==> config.mk <==
export PLATFORM = sky130hd
export DESIGN_NAME = pwm_generator
export DESIGN_NICKNAME = d
export VERILOG_FILES = /design/src/rtl/pwm_generator.sv
export SDC_FILE = /design/constraint.sdc
export NUM_CORES = 1
export LEC_CHECK = 0
export CAP_MARGIN = 30
export CORE_AREA = 4 4 41 43
export CTS_CLUSTER_SIZE = 14
export DETAILED_ROUTE_END_ITERATION = 10
export DIE_AREA = 0 0 45 47
export PLACE_DENSITY = 0.56
export SLEW_MARGIN = 20
export SYNTH_ARGS = -nofsm -noshare
export SYNTH_HDL_FRONTEND = slang
export SYNTH_SLANG_ARGS = --single-unit
==> constraint.sdc <==
create_clock -name clk -period 2.1 [get_ports clk]
set_input_delay 0.21 -clock clk [delete_from_list [all_inputs] [get_ports clk]]
set_output_delay 0.21 -clock clk [all_outputs]
set_load 0.01 [all_outputs]
==> src/rtl/pwm_generator.sv <==
// Single-channel PWM generator with a free-running period counter.
// Optional one-clock period strobe on `wrap` when PWM_WRAP_STROBE_EN is defined.
module pwm_generator #(
    parameter int XLEN = 3
) (
    input  logic            rst,
    input  logic            clk,
    input  logic [XLEN-1:0] ampl,
    input  logic [XLEN:0]   duty,
    output logic            signal
`ifdef PWM_WRAP_STROBE_EN
    ,
    output logic            wrap
`endif
);

    localparam logic [XLEN+1:0] ONE = {{(XLEN+1){1'b0}}, 1'b1};

    logic [XLEN:0]   cnt;
    logic [XLEN+1:0] cnt_inc;
    logic            reload;

    // One extra bit so cnt+1 at the top of the range still compares correctly
    assign cnt_inc = {1'b0, cnt} + ONE;
    assign reload  = (cnt_inc >= {1'b0, duty});

    always_ff @(posedge clk) begin
        if (rst) begin
            cnt    <= '0;
            signal <= 1'b0;
        end else begin
            signal <= (cnt < {1'b0, ampl});
            cnt    <= reload ? '0 : cnt_inc[XLEN:0];
        end
    end

`ifdef PWM_WRAP_STROBE_EN
    logic wrap_pend;

    // Delayed one clock so the strobe lines up with signal's first slot
    always_ff @(posedge clk) begin
        if (rst) begin
            wrap_pend <= 1'b0;
            wrap      <= 1'b0;
        end else begin
            wrap_pend <= reload;
            wrap      <= wrap_pend;
        end
    end
`endif

endmodule

==> results of run 1 <==
critical path, delay by kind of cell, from the launching register on:
family,cells,cell delay [ns]
adders and majority gates,1,0.18
and+or+nand+nor,1,0.11
buffers and inverters,2,0.12
AOI/OAI and AO/OA,2,0.56
xor gates and xnor gates,1,0.19
DFF,1,0.41
cell type report:
type                    instances  area (µm²)
inverters                       7        26.3
fillers                       149         811
repair buffers                  9        90.1
well taps                      15        18.8
multi-input cells              23         229
flip-flops and latches          5         100
clock buffers                   4        26.3
flip-flops by register name (all words and copies together) (netlist names):
name    cells
signal      1
cnt         4
cell families after synthesis:
kind of cell,count (synthesis),share of synthesized area
AOI/OAI and AO/OA,9,0.257
xor gates and xnor gates,2,0.0493
adders and majority gates,7,0.246
buffers and inverters,7,0.0739
DFF,5,0.282
and+or+nand+nor,5,0.0915
per-stage QoR:
stage / hold WS [ns] / setup slack (ns) / power, µW / cell area (µm²) / utilization
floorplan: 0.291 / 0.608 / 225 / 355 / -
global placement: 0.512 / 0.421 / 267 / 464 / 0.357
detailed placement: 0.510 / 0.431 / 269 / 464 / 0.357
CTS: 0.517 / 0.411 / 386 / 490 / 0.377
global route: 0.543 / 0.228 / 414 / 490 / 0.377
finish: 0.510 / 0.428 / 375 / 490 / 0.377
layer usage:
metal  part of all wire  vias up  global-route usage  wire length (µm)
met1               0.44      122              0.0868               268
met4                  0        0              0.0175                 0
li1                   -      148                   -                 -
met3               0.11        0              0.0690                70
met2               0.45       11               0.110               273
met5                  0        -                   0                 0
power breakdown:
group | internal (µW) | switching [µW] | leakage (µW)
logic | 77.4 | 60.5 | 0.000192
registers | 111 | 15.3 | 0.0000412
clock network | 71.8 | 39.4 | 0.0000150
total | 260 | 115 | 0.000248
synth_stat cells:
cell	count
a21oi_1	2
dfxtp_1	5
xor2_1	2
nand3_1	1
o21a_1	1
ha_1	7
a211o_1	1
inv_1	6
a311oi_2	1
a2111oi_4	1
a21o_1	1
a211oi_1	2
nand2b_1	1
inv_2	1
nand2b_4	1
nand2_1	2
path summary, 6_finish.rpt:
check | startpoint | to | slack [ns]
max | cnt[2]$_SDFF_PP0_ | cnt[3]$_SDFF_PP0_ | 0.43
min | cnt[0]$_SDFF_PP0_ | cnt[0]$_SDFF_PP0_ | 0.51
max reg2reg | cnt[2]$_SDFF_PP0_ | cnt[3]$_SDFF_PP0_ | 0.43
min reg2reg | cnt[0]$_SDFF_PP0_ | cnt[0]$_SDFF_PP0_ | 0.51
==> impl_metrics.csv, run 1 <==
group,metric,value,unit
place,numPortBuffers,9,
sta,max_freq,0.598,GHz
drt,routed_via_density,4.46,
synth,yosysTopAreaCell,"dfxtp_1",
grt,grt_pass1_wl,1.10,mm
power,p_leak,0.000248,µW
drt,wire_per_inst,9.73,µm
layout,drive_above_1_share,0.146,
die,fp.dieH,47,µm
clock_network,clkTransAtPathRegs,0.04,ns
die,start_util,0.273,
drt,drtPass1Iterations,2,
clock_network,clk-insertion-delay-late,0.24,ns
sta,relSlewSlack,0.769,
layout,final_cell_mix,"clkdlybuf4s50_1, ha_1, inv_1, dfxtp_1, clkbuf_4",
layout,final_common_cell,"clkdlybuf4s50_1",
drt,drt-initial-drc-count,1,
die,num_io_pins,10,
layout,nNetsFinal,65,
layout,final_cells,63,
critical_path,worstRegToRegCells,7,
clock_network,cts_max_level,1,
synth,seq_area_frac_synth,0.282,
critical_path,cp.arrival,1.83,ns
worst_hold_path,hp-class,"flop to flop",
grt,gr-usage-all-layers,0.0775,
grt,grt_max_degree,6,
die,die_x,45,µm
sta,finalHoldViolCount,0,
power,vdd_drop_max,0.000338,V
grt,overflow,0,
sta,fin_worst_skew,0.00275,ns
drt,wl,613,µm
clock_network,cts_buffers,3,
critical_path,cpPeakStageDelay,0.41,ns
drt,ant_nets,0,
die,num_rows,13,
clock_network,cts_sinks,5,
synth,netlist_instances,35,
synth,synth_top_area_frac,0.282,
synth,synth_seq_cells,5,
clock_network,cts_resized,0,
sta,setup_viol,0,
layout,antenna_cells,0,
place,placedCellCount,59,
synth,netlist-cell-type-count,16,
sta,drv_slew,0,
critical_path,cp-start-kind,"flop",
drt,vias,281,
worst_hold_path,min_path_cells,1,
layout,area_delta_synth_final,38.0,%
critical_path,path_cells,"nand3_1 > xor2_1 > inv_1 > ha_1 > a311oi_2 > inv_2 > a211oi_1",
critical_path,crit_fanout,4,
sta,worst_slew_pin_slew,0.347,ns
grt,first_global_vias,269,
sta,fin_setup_tns,0,ns
flow_run,maxCapViolCount,0,
clock_network,cts_tree,"done",
place,hpwl,535,µm
sta,timing.final.crit_share,0.796,
synth,syn_area,355,µm²
place,place_congestion,0.678,
power,powerDensity,765,mW/mm²
clock_network,cts_hold_buf,0,
critical_path,crit_slowest_cell,"dfxtp_1",
critical_path,cp-end-kind,"flop",
synth,syn_area_per_cell,10.2,µm²
critical_path,worstPathRequired,2.26,ns
clock_network,cts.path.max_buffers,2,
sta,fin_crit,1.67,ns
grt,antenna_found_initial,0,
drt,drc_errors,0,
synth,synth_warnings,0,
status,status,"finished clean",
synth,synth_nets,51,
critical_path,crit_type,"flop to flop",
sta,grt_setup_unrepaired,"no",
clock_network,post_cts_buffers,0,
die,coreArea,0.00130,mm²
synth,synth.area.top_cells,"dfxtp_1, ha_1, a2111oi_4",
clock_network,cts-root-buf,"clkbuf_4",
die,die-area,0.00212,mm²
Note: power is estimated with default switching activity, not from simulation.
==> run 2: changes to the inputs <==
- PLACE_DENSITY: 0.56 -> 0.57
- clock period: 2.1 -> 1.47 ns (I/O delays scaled with it)
==> impl_metrics.csv, run 2 (same netlist as run 1, synthesis figures left out) <==
group,metric,value,unit
status,status,"finished clean",
drt,wire_per_inst,10.8,µm
critical_path,cp-end-kind,"flop",
die,die-area,0.00212,mm²
sta,drv_slew,0,
grt,first_global_vias,343,
die,num_io_pins,10,
layout,largest_register,"cnt",
die,coreArea,0.00130,mm²
power,p_leak,0.000310,µW
layout,largestRegisters,"cnt (4), signal (1)",
critical_path,crit_type,"flop to flop",
place,placedCellCount,67,
clock_network,cts_max_level,1,
layout,largest_reg_flops,4,
die,die_x,45,µm
sta,worst_slew_pin_slew,0.294,ns
power,powerDensity,1030,mW/mm²
drt,vias,334,
grt,antenna_found_initial,0,
sta,fin_crit,1.47,ns
worst_hold_path,hp-class,"flop to flop",
grt,overflow,0,
sta,fin_ws,0.00262,ns
drt,drtPass1Iterations,1,
drt,routed_via_density,4.51,
layout,final_common_cell,"buf_4",
sta,whs,0.582,ns
die,num_rows,13,
drt,ant_nets,0,
grt,grt_max_degree,5,
power,vdd_drop_max,0.000669,V
layout,drive_above_1_share,0.559,
flow_run,maxCapViolCount,0,
clock_network,cts-root-buf,"clkbuf_4",
clock_network,clkTransAtPathRegs,0.05,ns
clock_network,clk-insertion-delay-late,0.25,ns
place,dp_worst_setup_slack,-0.143,ns
critical_path,cp-start-kind,"flop",
layout,fillers,127,
sta,setup_viol,0,
place,numPortBuffers,9,
place,place_congestion,0.689,
sta,grt_setup_unrepaired,"yes",
layout,final_cell_mix,"buf_4, clkdlybuf4s50_1, inv_1, ha_4",
grt,grt_pass1_wl,1.32,mm
sta,finalHoldViolCount,0,
die,fp.dieH,47,µm
drt,wl,799,µm
sta,timing.final.crit_share,0.998,
sta,fin_setup_tns,0,ns
sta,relSlewSlack,0.804,
grt,gr-usage-all-layers,0.0934,
layout,final_cells,74,
clock_network,cts_tree,"done",
clock_network,cts_sinks,5,
layout,antenna_cells,0,
drt,drc_errors,0,
clock_network,cts_buffers,3,
clock_network,cts_hold_buf,0,
drt,drt-initial-drc-count,0,
place,hpwl,574,µm
critical_path,crit_fanout,4,
layout,nNetsFinal,76,
layout,area_delta_synth_final,96.1,%
clock_network,cts.path.max_buffers,2,
die,start_util,0.273,
critical_path,cp.arrival,1.64,ns
critical_path,worstPathRequired,1.64,ns
sta,max_freq,0.681,GHz
sta,fin_worst_skew,0.00385,ns
[run 2: changes by cell type in the layout (fill, tap and decap cells not counted), moves of 2 or more]
cell / before / now
a211oi_1: 2 / 0
a211oi_2: 0 / 2
buf_4: 0 / 11
dfxtp_1: 5 / 3
dfxtp_4: 0 / 2
ha_1: 7 / 2
ha_4: 0 / 4
xor2_1: 2 / 0
[run 2: metrics by stage]
| stage | instance area, µm² | power [µW] | utilization |
|---|---|---|---|
| 4_1_cts | 601 | 619 | 0.462 |
| 3_5_place_dp | 528 | 425 | 0.406 |
| 3_3_place_gp | 528 | 422 | 0.406 |
| 6_report | 697 | 716 | 0.536 |
| 2_1_floorplan | 359 | 325 | - |
| 5_1_grt | 697 | 776 | 0.536 |
[run 2: metal layers]
metal / wire [µm] / global-route usage / vias to the layer above
met5: 0 / 0 / -
met4: 14 / 0.0526 / 0
met3: 73 / 0.0575 / 5
met2: 419 / 0.153 / 9
met1: 291 / 0.0915 / 150
li1: - / - / 170
[run 2: power breakdown]
group          internal (µW)  switching (µW)
Clock                   98.7            62.5
Sequential               166            25.6
Combinational            222             142
[run 2: area by class of cell]
type / instances / area, µm² / share of cell area
Tap cell: 15 / 18.8 / 0.0269
Clock buffer: 3 / 22.5 / 0.0323
Multi-Input combinational cell: 23 / 344 / 0.494
Sequential cell: 5 / 108 / 0.154
Clock inverter: 1 / 5.00 / 0.00718
Inverter: 7 / 26.3 / 0.0377
Timing Repair Buffer: 20 / 173 / 0.248
[run 2: path summary, 6_finish.rpt]
| kind | start | end | slack [ns] | cells after the start |
|---|---|---|---|---|
| worst max-delay path | cnt[0]$_SDFF_PP0_ | cnt[3]$_SDFF_PP0_ | 0.003 | 4 |
| worst min-delay path | cnt[0]$_SDFF_PP0_ | cnt[0]$_SDFF_PP0_ | 0.58 | 2 |
| worst max register to register | cnt[0]$_SDFF_PP0_ | cnt[3]$_SDFF_PP0_ | 0.003 | 4 |
| worst min register to register | cnt[0]$_SDFF_PP0_ | cnt[0]$_SDFF_PP0_ | 0.58 | 2 |
[run 2: what timing repair did]
| item | CTS | global route |
|---|---|---|
| gates cloned | 0 | 0 |
| setup endpoints to repair | 4 | 4 |
| resized for setup | 7 | 11 |
| pin swaps | 7 | 6 |
| setup buffers | 1 | 2 |
[run 2: worst max-delay path, stage by stage (launching register included)]
cell,delay [ns]
dfxtp_4,0.36
ha_4,0.28
ha_4,0.19
a211o_4,0.35
a211oi_2,0.21
